**src/rtl/toggle_sync_rx.sv**
```systemverilog
`default_nettype none
// ----------------------------------------------------------------------------
// toggle_sync_rx: receive side of a toggle pulse crossing; single-slot event
// with valid/ready, ack toggle back to the sender, event count, sticky ovf. Rev 1.0
// ----------------------------------------------------------------------------
module toggle_sync_rx #(
  parameter int SYNC_STAGES = 2,
  parameter int CNT_W       = 8
) (
  input  logic             clk,
  input  logic             rst,
  input  logic             tgl_in,
  output logic             evt_valid,
  input  logic             evt_ready,
  output logic             ack_tgl,
  output logic             ovf,
  input  logic             ovf_clr,
  output logic [CNT_W-1:0] evt_cnt
);

  typedef enum logic [0:0] {
    IDLE = 1'b0,
    PEND = 1'b1
  } state_t;

  localparam logic [CNT_W-1:0] CNT_ONE = {{(CNT_W-1){1'b0}}, 1'b1};

  state_t                 state_q;
  logic [SYNC_STAGES-1:0] sync_q;
  logic [SYNC_STAGES-1:0] sync_d;
  logic                   tgl_seen_q;
  logic                   tgl_edge;
  logic                   handshake;
  logic                   evt_valid_q;
  logic                   ack_tgl_q;
  logic                   ovf_q;
  logic [CNT_W-1:0]       evt_cnt_q;
  logic [CNT_W-1:0]       evt_cnt_d;

  assign sync_d    = {sync_q[SYNC_STAGES-2:0], tgl_in};
  assign tgl_edge  = sync_q[SYNC_STAGES-1] ^ tgl_seen_q;
  assign handshake = evt_valid_q & evt_ready;
  assign evt_cnt_d = evt_cnt_q + CNT_ONE;

  always_ff @(posedge clk) begin
    if (rst) begin
      sync_q      <= '0;
      tgl_seen_q  <= 1'b0;
      state_q     <= IDLE;
      evt_valid_q <= 1'b0;
      ack_tgl_q   <= 1'b0;
      ovf_q       <= 1'b0;
      evt_cnt_q   <= '0;
    end else begin
      sync_q     <= sync_d;
      tgl_seen_q <= sync_q[SYNC_STAGES-1];
      // A drop later in this block overrides the clear, so set wins.
      if (ovf_clr) begin
        ovf_q <= 1'b0;
      end
      case (state_q)
        IDLE: begin
          if (tgl_edge) begin
            state_q     <= PEND;
            evt_valid_q <= 1'b1;
          end
        end
        PEND: begin
          if (handshake) begin
            ack_tgl_q <= ~ack_tgl_q;
            evt_cnt_q <= evt_cnt_d;
            if (!tgl_edge) begin
              state_q     <= IDLE;
              evt_valid_q <= 1'b0;
            end
          end else if (tgl_edge) begin
            ovf_q <= 1'b1;
          end
        end
        default: begin
          state_q     <= IDLE;
          evt_valid_q <= 1'b0;
        end
      endcase
    end
  end

  assign evt_valid = evt_valid_q;
  assign ack_tgl   = ack_tgl_q;
  assign ovf       = ovf_q;
  assign evt_cnt   = evt_cnt_q;

endmodule
`default_nettype wire

```
**config.mk**
```make
export PLATFORM = sky130hd
export DESIGN_NAME = toggle_sync_rx
export DESIGN_NICKNAME = d
export VERILOG_FILES = /design/src/rtl/toggle_sync_rx.sv
export SDC_FILE = /design/constraint.sdc
export NUM_CORES = 1
export LEC_CHECK = 0
export ABC_CLOCK_PERIOD_IN_PS = 3650
export CAP_MARGIN = 20
export CORE_MARGIN = 10
export CORE_UTILIZATION = 30
export DETAILED_ROUTE_END_ITERATION = 8
export GPL_TIMING_DRIVEN = 0
export PLACE_DENSITY = 0.56
export SETUP_SLACK_MARGIN = 0.4
export SYNTH_ARGS = -nofsm -noshare
export SYNTH_HDL_FRONTEND = slang
export SYNTH_SLANG_ARGS = --single-unit
```
**constraint.sdc**
```tcl
create_clock -name clk -period 3.65 [get_ports clk]
set_input_delay 0.365 -clock clk [delete_from_list [all_inputs] [get_ports clk]]
set_output_delay 0.365 -clock clk [all_outputs]
set_load 0.02 [all_outputs]
```
==> impl_metrics.toml, run 1 <==
[sta]
drv_slew = 0
fin_skew_ns = 0.00596
layout_setup_ws_ns = 1.87
fin_crit_sh_pct = 48.7
setup_tns_ns = 0
fin_crit_ns = 1.78
finalSetupViolations = 0
finalHoldViolations = 0
tightest_slew_ns = 0.470
relSlewSlack_pct = 68.7
rsz0062_at_grt = "no"
max_freq_mhz = 563

[synthesis]
syn_area_um2 = 597
synth.top_cell.area_share_pct = 50.3
avgSynthCellArea_um2 = 9.63
synth_cell_types = 20
synth_cells = 62
yosys_warnings = 0
synth.ff_latch_count = 15
seq_area_frac_synth_pct = 50.3
synth_area_leaders = "dfxtp_1 (50%), a21oi_1 (5.9%), xor2_1 (5.9%)"
yosys.area.top_type = "dfxtp_1"
syn-num-nets = 68

[run_status]
status = "finished clean"

[min_path]
min-delay-start = "sync_q[0]$_SDFF_PP0_"
hold_path.class = "flop to flop"
hold_end = "sync_q[1]$_SDFF_PP0_"
whs_path_depth = 1

[route]
drt-initial-drc-count = 9
routed_via_density = 4.71
drc = 0
wl_per_cell_um = 11.8
vias = 509
drtAntennaViolNets = 0
drt_pass1_iterations = 3
drt_wl_total_um = 1280

[clocking]
htree_levels = 1
cts_tree = "yes"
postCtsResizedCells = 0
cts_sinks = 15
post_cts_buffers = 0
clk_pin_slew_ns = 0.08
insertion_delay_ns = 0.28
hold_buffers = 0
numCtsBuffers = 3
clockBufferDepth = 2
cts-root-buf = "clkbuf_4"

[final_layout]
stdcell_count = 108
fillCellCount = 209
fin_area_um2 = 807
n_antenna_cell = 0
mostFrequentLayoutCells = "dfxtp_1 (15), clkdlybuf4s50_1 (15), a21oi_1 (7)"
syn_to_final_growth_pct = 35.2
drive_gt1_share_pct = 8.64
nets = 88

[setup_path]
cpLargestDelayFamily = "buffers and inverters"
worstReg2RegStart = "state_q$_SDFF_PP0_"
crit_fanout = 6
worst-path-stages = 1
start_kind = "flop"
worstRegToRegCells = 3
cpMaxStageDelayCell = "clkdlybuf4s50_1"
r2r_setup_slack_ns = 2.22
max_stage_delay_ns = 0.66
cp.arrival_ns = 1.41
timing.rr.end = "evt_cnt[7]$_SDFFE_PP0P_"
cp_num_buf_inv = 1
endpoint_kind = "output pin"
required_ns = 3.28
critPathKind = "flop to output pin"
crit_chain = "clkdlybuf4s50_1"

[pwr]
p_int_uw = 219
pwr_density_cell_mw_per_mm2 = 353
pwr-share-seq_pct = 60.4
switching_power_uw = 65.6
pwr-share-comb_pct = 6.6
p_leak_uw = 0.000288
clkPwrFrac_pct = 33.0
vdd_ir_drop_max_mv = 0.203
power.share.switching_pct = 23.0

[global_route]
grt_max_degree = 11
track_usage_pct = 6.69
overflow = 0
antenna_found_initial = 0
grt_pass1_wl_um = 2220
grt_pass1_vias = 500

[placement]
gp_congestion = 0.662
dp_slack_ns = 1.74
placed_cell_area_um2 = 781
dp_hpwl_um = 932
io_buffers = 15
dp.cells = 104

[die]
dieArea_mm2 = 0.00417
ios = 16
die_height_um = 64.6
core_area_mm2 = 0.00192
initial_utilization_pct = 31.1
die_w_um = 64.6
placement_rows = 16

[flow_run]
cap_violations = 0
[final cells by class]
type                    count  area (µm²)  area share (%)
repair buffers             15         150            18.6
inverters                   2        7.51           0.930
clock buffers               4        26.3            3.26
well taps                  27        33.8            4.19
multi-input cells          44         285            35.3
plain buffers               1        3.75           0.465
flip-flops and latches     15         300            37.2
[how the worst max path moves through the flow]
stage / start / end / slack [ns]
2_1_floorplan: evt_cnt[0]$_SDFFE_PP0P_ / evt_cnt[6]$_SDFFE_PP0P_ / 2.21
3_3_place_gp: evt_ready / evt_cnt[6]$_SDFFE_PP0P_ / 1.77
3_5_place_dp: evt_ready / evt_cnt[7]$_SDFFE_PP0P_ / 1.74
4_1_cts: evt_valid$_SDFFE_PP0P_ / evt_valid / 1.86
5_1_grt: evt_valid$_SDFFE_PP0P_ / evt_valid / 1.82
6_report: evt_valid$_SDFFE_PP0P_ / evt_valid / 1.87
[cells in the mapped netlist (all sizes together)]
| library cell | instances |
|---|---|
| xnor2 | 1 |
| a32oi | 1 |
| nand3 | 1 |
| nor2b | 3 |
| nand4 | 3 |
| xor2 | 4 |
| inv | 2 |
| clkbuf | 1 |
| nor2 | 6 |
| a21oi | 7 |
| ha | 1 |
| dfxtp | 15 |
| or3 | 3 |
| a311oi | 1 |
| o21ai | 3 |
| nand2 | 5 |
| o31ai | 2 |
| mux2i | 1 |
| or4 | 2 |
[registers in the layout, indices dropped and copies added (netlist names)]
| name | count |
|---|---|
| ack_tgl | 1 |
| state_q | 1 |
| ovf | 1 |
| tgl_seen_q | 1 |
| evt_valid | 1 |
| evt_cnt | 8 |
| sync_q | 2 |
[layer usage]
metal  share of wire [%]  up-vias  GRT usage (%)  routed length (µm)
met5                   0        -              0                   0
met4                 1.1        0           4.01                  14
met3                 7.4        2           3.26                  95
met2                  43        9           9.85                 548
met1                  48      237           7.64                 620
li1                    -      261              -                   -
[power by group through the flow]
stage	logic, µW	registers [µW]	clock network (µW)
2_1_floorplan	7.28	176	0
4_1_cts	18.9	172	97.6
6_report	18.7	172	94.0
3_5_place_dp	18.8	176	0
3_3_place_gp	18.8	176	0
5_1_grt	21.0	173	105
[logic make-up (layout without fill, tap and decap cells)]
family,Yosys count,count (layout),share of synthesized area [%]
and+or+nand+nor,23,23,22.8
DFF,15,15,50.3
AOI/OAI and AO/OA,14,14,13.8
xor gates and xnor gates,5,5,7.34
buffers and inverters,3,22,1.89
adders and majority gates,1,1,2.10
muxes,1,1,1.68
[through the flow]
stage / hold WS [ns] / total power, µW / utilization [%]
global route: 0.488 / 298 / 42.0
global placement: 0.430 / 194 / 40.6
finish: 0.447 / 285 / 42.0
detailed placement: 0.429 / 194 / 40.6
CTS: 0.453 / 288 / 42.0
floorplan: 0.414 / 184 / -
No activity file was read; power rests on OpenSTA's default activity.
==> run 2, diff against run 1 <==
- ABC_CLOCK_PERIOD_IN_PS: 3650 -> 1500
- PLACE_DENSITY: 0.56 -> 0.58
- clock period: 3.65 -> 1.5 ns (I/O delays scaled with it)
==> impl_metrics.toml, run 2 (synthesized netlist as in run 1, its figures left out) <==
[run_status]
status = "finished clean"

[sta]
drv_slew = 0
fin_skew_ns = 0.00697
hold_slack_ns = 0.397
max_freq_mhz = 810
relSlewSlack_pct = 65.9
tightest_slew_ns = 0.511
fin_crit_sh_pct = 82.4
finalSetupViolations = 0
rsz0062_at_grt = "yes"
finalHoldViolations = 0
fin_crit_ns = 1.24
layout_setup_ws_ns = 0.265

[final_layout]
mostFrequentLayoutCells = "nor2_1 (6), dfxtp_2 (6), buf_2 (6)"
syn_to_final_growth_pct = 46.1
largest_register_ff_count = 8
n_antenna_cell = 0
nets = 93
drive_gt1_share_pct = 50.0

[clocking]
hold_buffers = 0
numCtsBuffers = 3
cts_tree = "yes"
cts_sinks = 15
cts-root-buf = "clkbuf_4"
htree_levels = 1
insertion_delay_ns = 0.28
clk_pin_slew_ns = 0.10
clockBufferDepth = 2

[placement]
dp_slack_ns = -0.151
gp_congestion = 0.663
dp_hpwl_um = 929
io_buffers = 15

[setup_path]
r2r_setup_slack_ns = 0.26
endpoint_kind = "flop"
cp.arrival_ns = 1.44
required_ns = 1.71
start_kind = "flop"
critPathKind = "flop to flop"
crit_chain = "nand4_4 > or4_4 > a21oi_2"
max_stage_delay_ns = 0.51
crit_fanout = 5
cpMaxStageDelayCell = "or4_4"

[flow_run]
cap_violations = 0

[die]
initial_utilization_pct = 31.1
ios = 16
placement_rows = 16
dieArea_mm2 = 0.00417
die_w_um = 64.6
die_height_um = 64.6
core_area_mm2 = 0.00192

[route]
routed_via_density = 4.75
wl_per_cell_um = 13.1
drt_wl_total_um = 1480
vias = 537
drtAntennaViolNets = 0
drt_pass1_iterations = 4
drc = 0
drt-initial-drc-count = 12

[pwr]
p_leak_uw = 0.000340
vdd_ir_drop_max_mv = 0.380
pwr_density_cell_mw_per_mm2 = 799

[min_path]
hold_path.class = "input port to flop"

[global_route]
grt_pass1_vias = 514
grt_max_degree = 11
overflow = 0
track_usage_pct = 7.22
grt_pass1_wl_um = 2420
antenna_found_initial = 0
run 2: cell types whose count changed in the layout (fill, tap and decap cells not counted), moves of 3 or more:
cell / before / now
clkdlybuf4s50_1: 15 / 3
dfxtp_1: 15 / 4
buf_2: 0 / 6
dfxtp_2: 0 / 6
dfxtp_4: 0 / 5
buf_4: 0 / 4
clkbuf_2: 0 / 4
a21oi_1: 7 / 4
a21oi_2: 0 / 3
run 2: cell type report:
class	count	area, µm²
multi-input combinational	45	343
buffer	1	3.75
tap	27	33.8
clock inverter	1	5.00
timing repair buffer	19	130
clock buffer	3	22.5
sequential	15	327
fill	211	1050
inverter	2	7.51
run 2: layer usage:
layer | up-vias | global-route usage (%) | wire length (µm)
li1 | 275 | - | -
met1 | 248 | 8.52 | 660
met2 | 10 | 9.98 | 674
met3 | 4 | 3.61 | 108
met4 | 0 | 4.81 | 32
met5 | - | 0 | 0
run 2: what timing repair did:
| action | 4_1_cts | 5_1_grt |
|---|---|---|
| setup buffers | 3 | 1 |
| cloned | 1 | 0 |
| pin swaps | 4 | 1 |
| gates resized for setup | 30 | 21 |
| setup endpoints to repair | 16 | 21 |
run 2: path summary, 6_finish.rpt:
check	startpoint	to	cells past startpoint
worst min register to register	sync_q[0]$_SDFF_PP0_	sync_q[1]$_SDFF_PP0_	1
worst min-delay path	evt_ready	evt_valid$_SDFFE_PP0P_	2
worst max-delay path	evt_valid$_SDFFE_PP0P_	evt_cnt[6]$_SDFFE_PP0P_	3
worst max register to register	evt_valid$_SDFFE_PP0P_	evt_cnt[6]$_SDFFE_PP0P_	3
run 2: critical path: cells and delay by family (launching register included):
| kind | cells | cell delay, ns |
|---|---|---|
| AOI/OAI and AO/OA | 1 | 0.13 |
| DFF | 1 | 0.39 |
| and+or+nand+nor | 2 | 0.64 |
run 2: per-stage QoR:
step | utilization [%] | instances | area [µm²] | total power [µW] | setup TNS [ns]
floorplan | - | 62 | 633 | 442 | 0
global placement | 42.5 | 104 | 817 | 468 | -0.519
detailed placement | 42.5 | 104 | 817 | 468 | -0.579
CTS | 46.0 | 112 | 883 | 706 | 0
global route | 45.4 | 113 | 872 | 734 | 0
finish | 45.4 | 113 | 872 | 697 | 0
run 2: power breakdown:
part           leakage [µW]  switching [µW]  internal, µW  total [µW]
combinational      0.000194            28.9          24.9        53.8
sequential         0.000128            10.2           401         411
clock             0.0000177             133          98.9         232
total              0.000340             172           525         697
==> run 3, diff against run 2 <==
- ABC_CLOCK_PERIOD_IN_PS: 1500 -> 1100
- clock period: 1.5 -> 1.1 ns (I/O delays scaled with it)
==> impl_metrics.toml, run 3 (synthesized netlist as in run 1, its figures left out) <==
[run_status]
status = "finished with violations"
failed_checks = "negative setup slack"

[min_path]
min-delay-start = "evt_ready"
hold_path.class = "input port to flop"

[setup_path]
crit_fanout = 5
required_ns = 1.32
worstReg2RegStart = "evt_cnt[2]$_SDFFE_PP0P_"
crit_chain = "nand4_4 > or4_4 > a21oi_2"
max_stage_delay_ns = 0.54
cp_num_buf_inv = 0
endpoint_kind = "flop"
critPathKind = "flop to flop"
cp.arrival_ns = 1.47
cpMaxStageDelayCell = "or4_4"
cpLargestDelayFamily = "simple AND/OR/NAND/NOR gates"
start_kind = "flop"
cp-startpoint = "evt_cnt[2]$_SDFFE_PP0P_"

[clocking]
cts_tree = "yes"
numCtsBuffers = 3
clk_pin_slew_ns = 0.10
clockBufferDepth = 2
cts-root-buf = "clkbuf_4"
insertion_delay_ns = 0.28
htree_levels = 1
hold_buffers = 0
cts_sinks = 15

[final_layout]
drive_gt1_share_pct = 63.8
utilization_pct = 55.3
n_antenna_cell = 0
nets = 101
fin_area_mm2 = 0.00106
mostFrequentLayoutCells = "buf_6 (14), buf_4 (9), dfxtp_4 (8)"
largest_register_ff_count = 8
syn_to_final_growth_pct = 78.2
final_common_cell = "buf_6"

[placement]
placed_cell_area_um2 = 827
io_buffers = 15
dp_hpwl_um = 992
gp_congestion = 0.674

[die]
die_w_um = 64.6
ios = 16
core_area_mm2 = 0.00192
die_height_um = 64.6
dieArea_mm2 = 0.00417
placement_rows = 16
initial_utilization_pct = 31.1

[sta]
fin_crit_ns = 1.25
relSlewSlack_pct = 78.3
rsz0062_at_grt = "yes"
max_freq_mhz = 801
hold_slack_ns = 0.393
fin_crit_sh_pct = 113
drv_slew = 0
fin_skew_ns = 0.0102
finalHoldViolations = 0
tightest_slew_ns = 0.325
layout_setup_ws_ns = -0.148
setup_tns_ns = -0.491
finalSetupViolations = 5

[route]
drt-initial-drc-count = 21
drtAntennaViolNets = 0
vias = 584
drc = 0
routed_via_density = 4.83
wl_per_cell_um = 13.8
drt_pass1_iterations = 3
drt_wl_total_um = 1670

[global_route]
track_usage_pct = 7.98
grt_pass1_vias = 567
grt_pass1_wl_um = 2660
grt_max_degree = 11
antenna_found_initial = 0
overflow = 0

[pwr]
p_leak_uw = 0.000420
pwr_density_cell_mw_per_mm2 = 903
vdd_ir_drop_max_mv = 0.587

[flow_run]
cap_violations = 0
## run 3: cell count changes in the layout (fill, tap and decap cells not counted), sizes merged
| cell | change |
|---|---|
| buf | +12 |
| clkbuf | -3 |
| clkdlybuf4s15 | -1 |
## run 3: worst paths after layout
path / endpoint / slack [ns] / cells past startpoint
worst max-delay path: evt_cnt[6]$_SDFFE_PP0P_ / -0.15 / 3
worst min-delay path: evt_valid$_SDFFE_PP0P_ / 0.39 / 2
worst max register to register: evt_cnt[6]$_SDFFE_PP0P_ / -0.15 / 3
worst min register to register: sync_q[1]$_SDFF_PP0_ / 0.44 / 1
## run 3: worst reg2reg max path, stage by stage, from the launching register on
cell and delay [ns]:
dfxtp_4 0.38, nand4_4 0.13, or4_4 0.54, a21oi_2 0.13
## run 3: final cells by class
class                           instances  area, µm²
Inverter                                2       7.51
Clock inverter                          1       5.00
Multi-Input combinational cell         45        387
Fill cell                             180        858
Clock buffer                            3       22.5
Timing Repair Buffer                   27        264
Sequential cell                        15        337
Tap cell                               27       33.8
Buffer                                  1       7.51
## run 3: layer usage
metal	wire length [µm]	share of wire [%]	GRT usage (%)
met5	0	0	0
met4	34	2.0	5.61
met3	79	4.7	2.75
met2	899	54	12.4
met1	657	39	8.92
## run 3: where the power goes
group,switching (µW),internal [µW]
clock,174,135
combinational,45.0,51.1
sequential,15.3,540
total,235,726
## run 3: what timing repair did
| item | 4_1_cts | 5_1_grt |
|---|---|---|
| pin swaps | 7 | 7 |
| gates resized for setup | 72 | 19 |
| setup endpoints to repair | 23 | 23 |
| cloned | 1 | 0 |
| setup buffers | 10 | 2 |
## run 3: stage by stage
| step | worst slack, ns | power [µW] | cells |
|---|---|---|---|
| 5_1_grt | -0.208 | 1010 | 121 |
| 3_5_place_dp | -0.556 | 642 | 104 |
| 4_1_cts | -0.120 | 970 | 119 |
| 2_1_floorplan | -0.113 | 605 | 62 |
| 3_3_place_gp | -0.534 | 641 | 104 |
| 6_report | -0.148 | 960 | 121 |
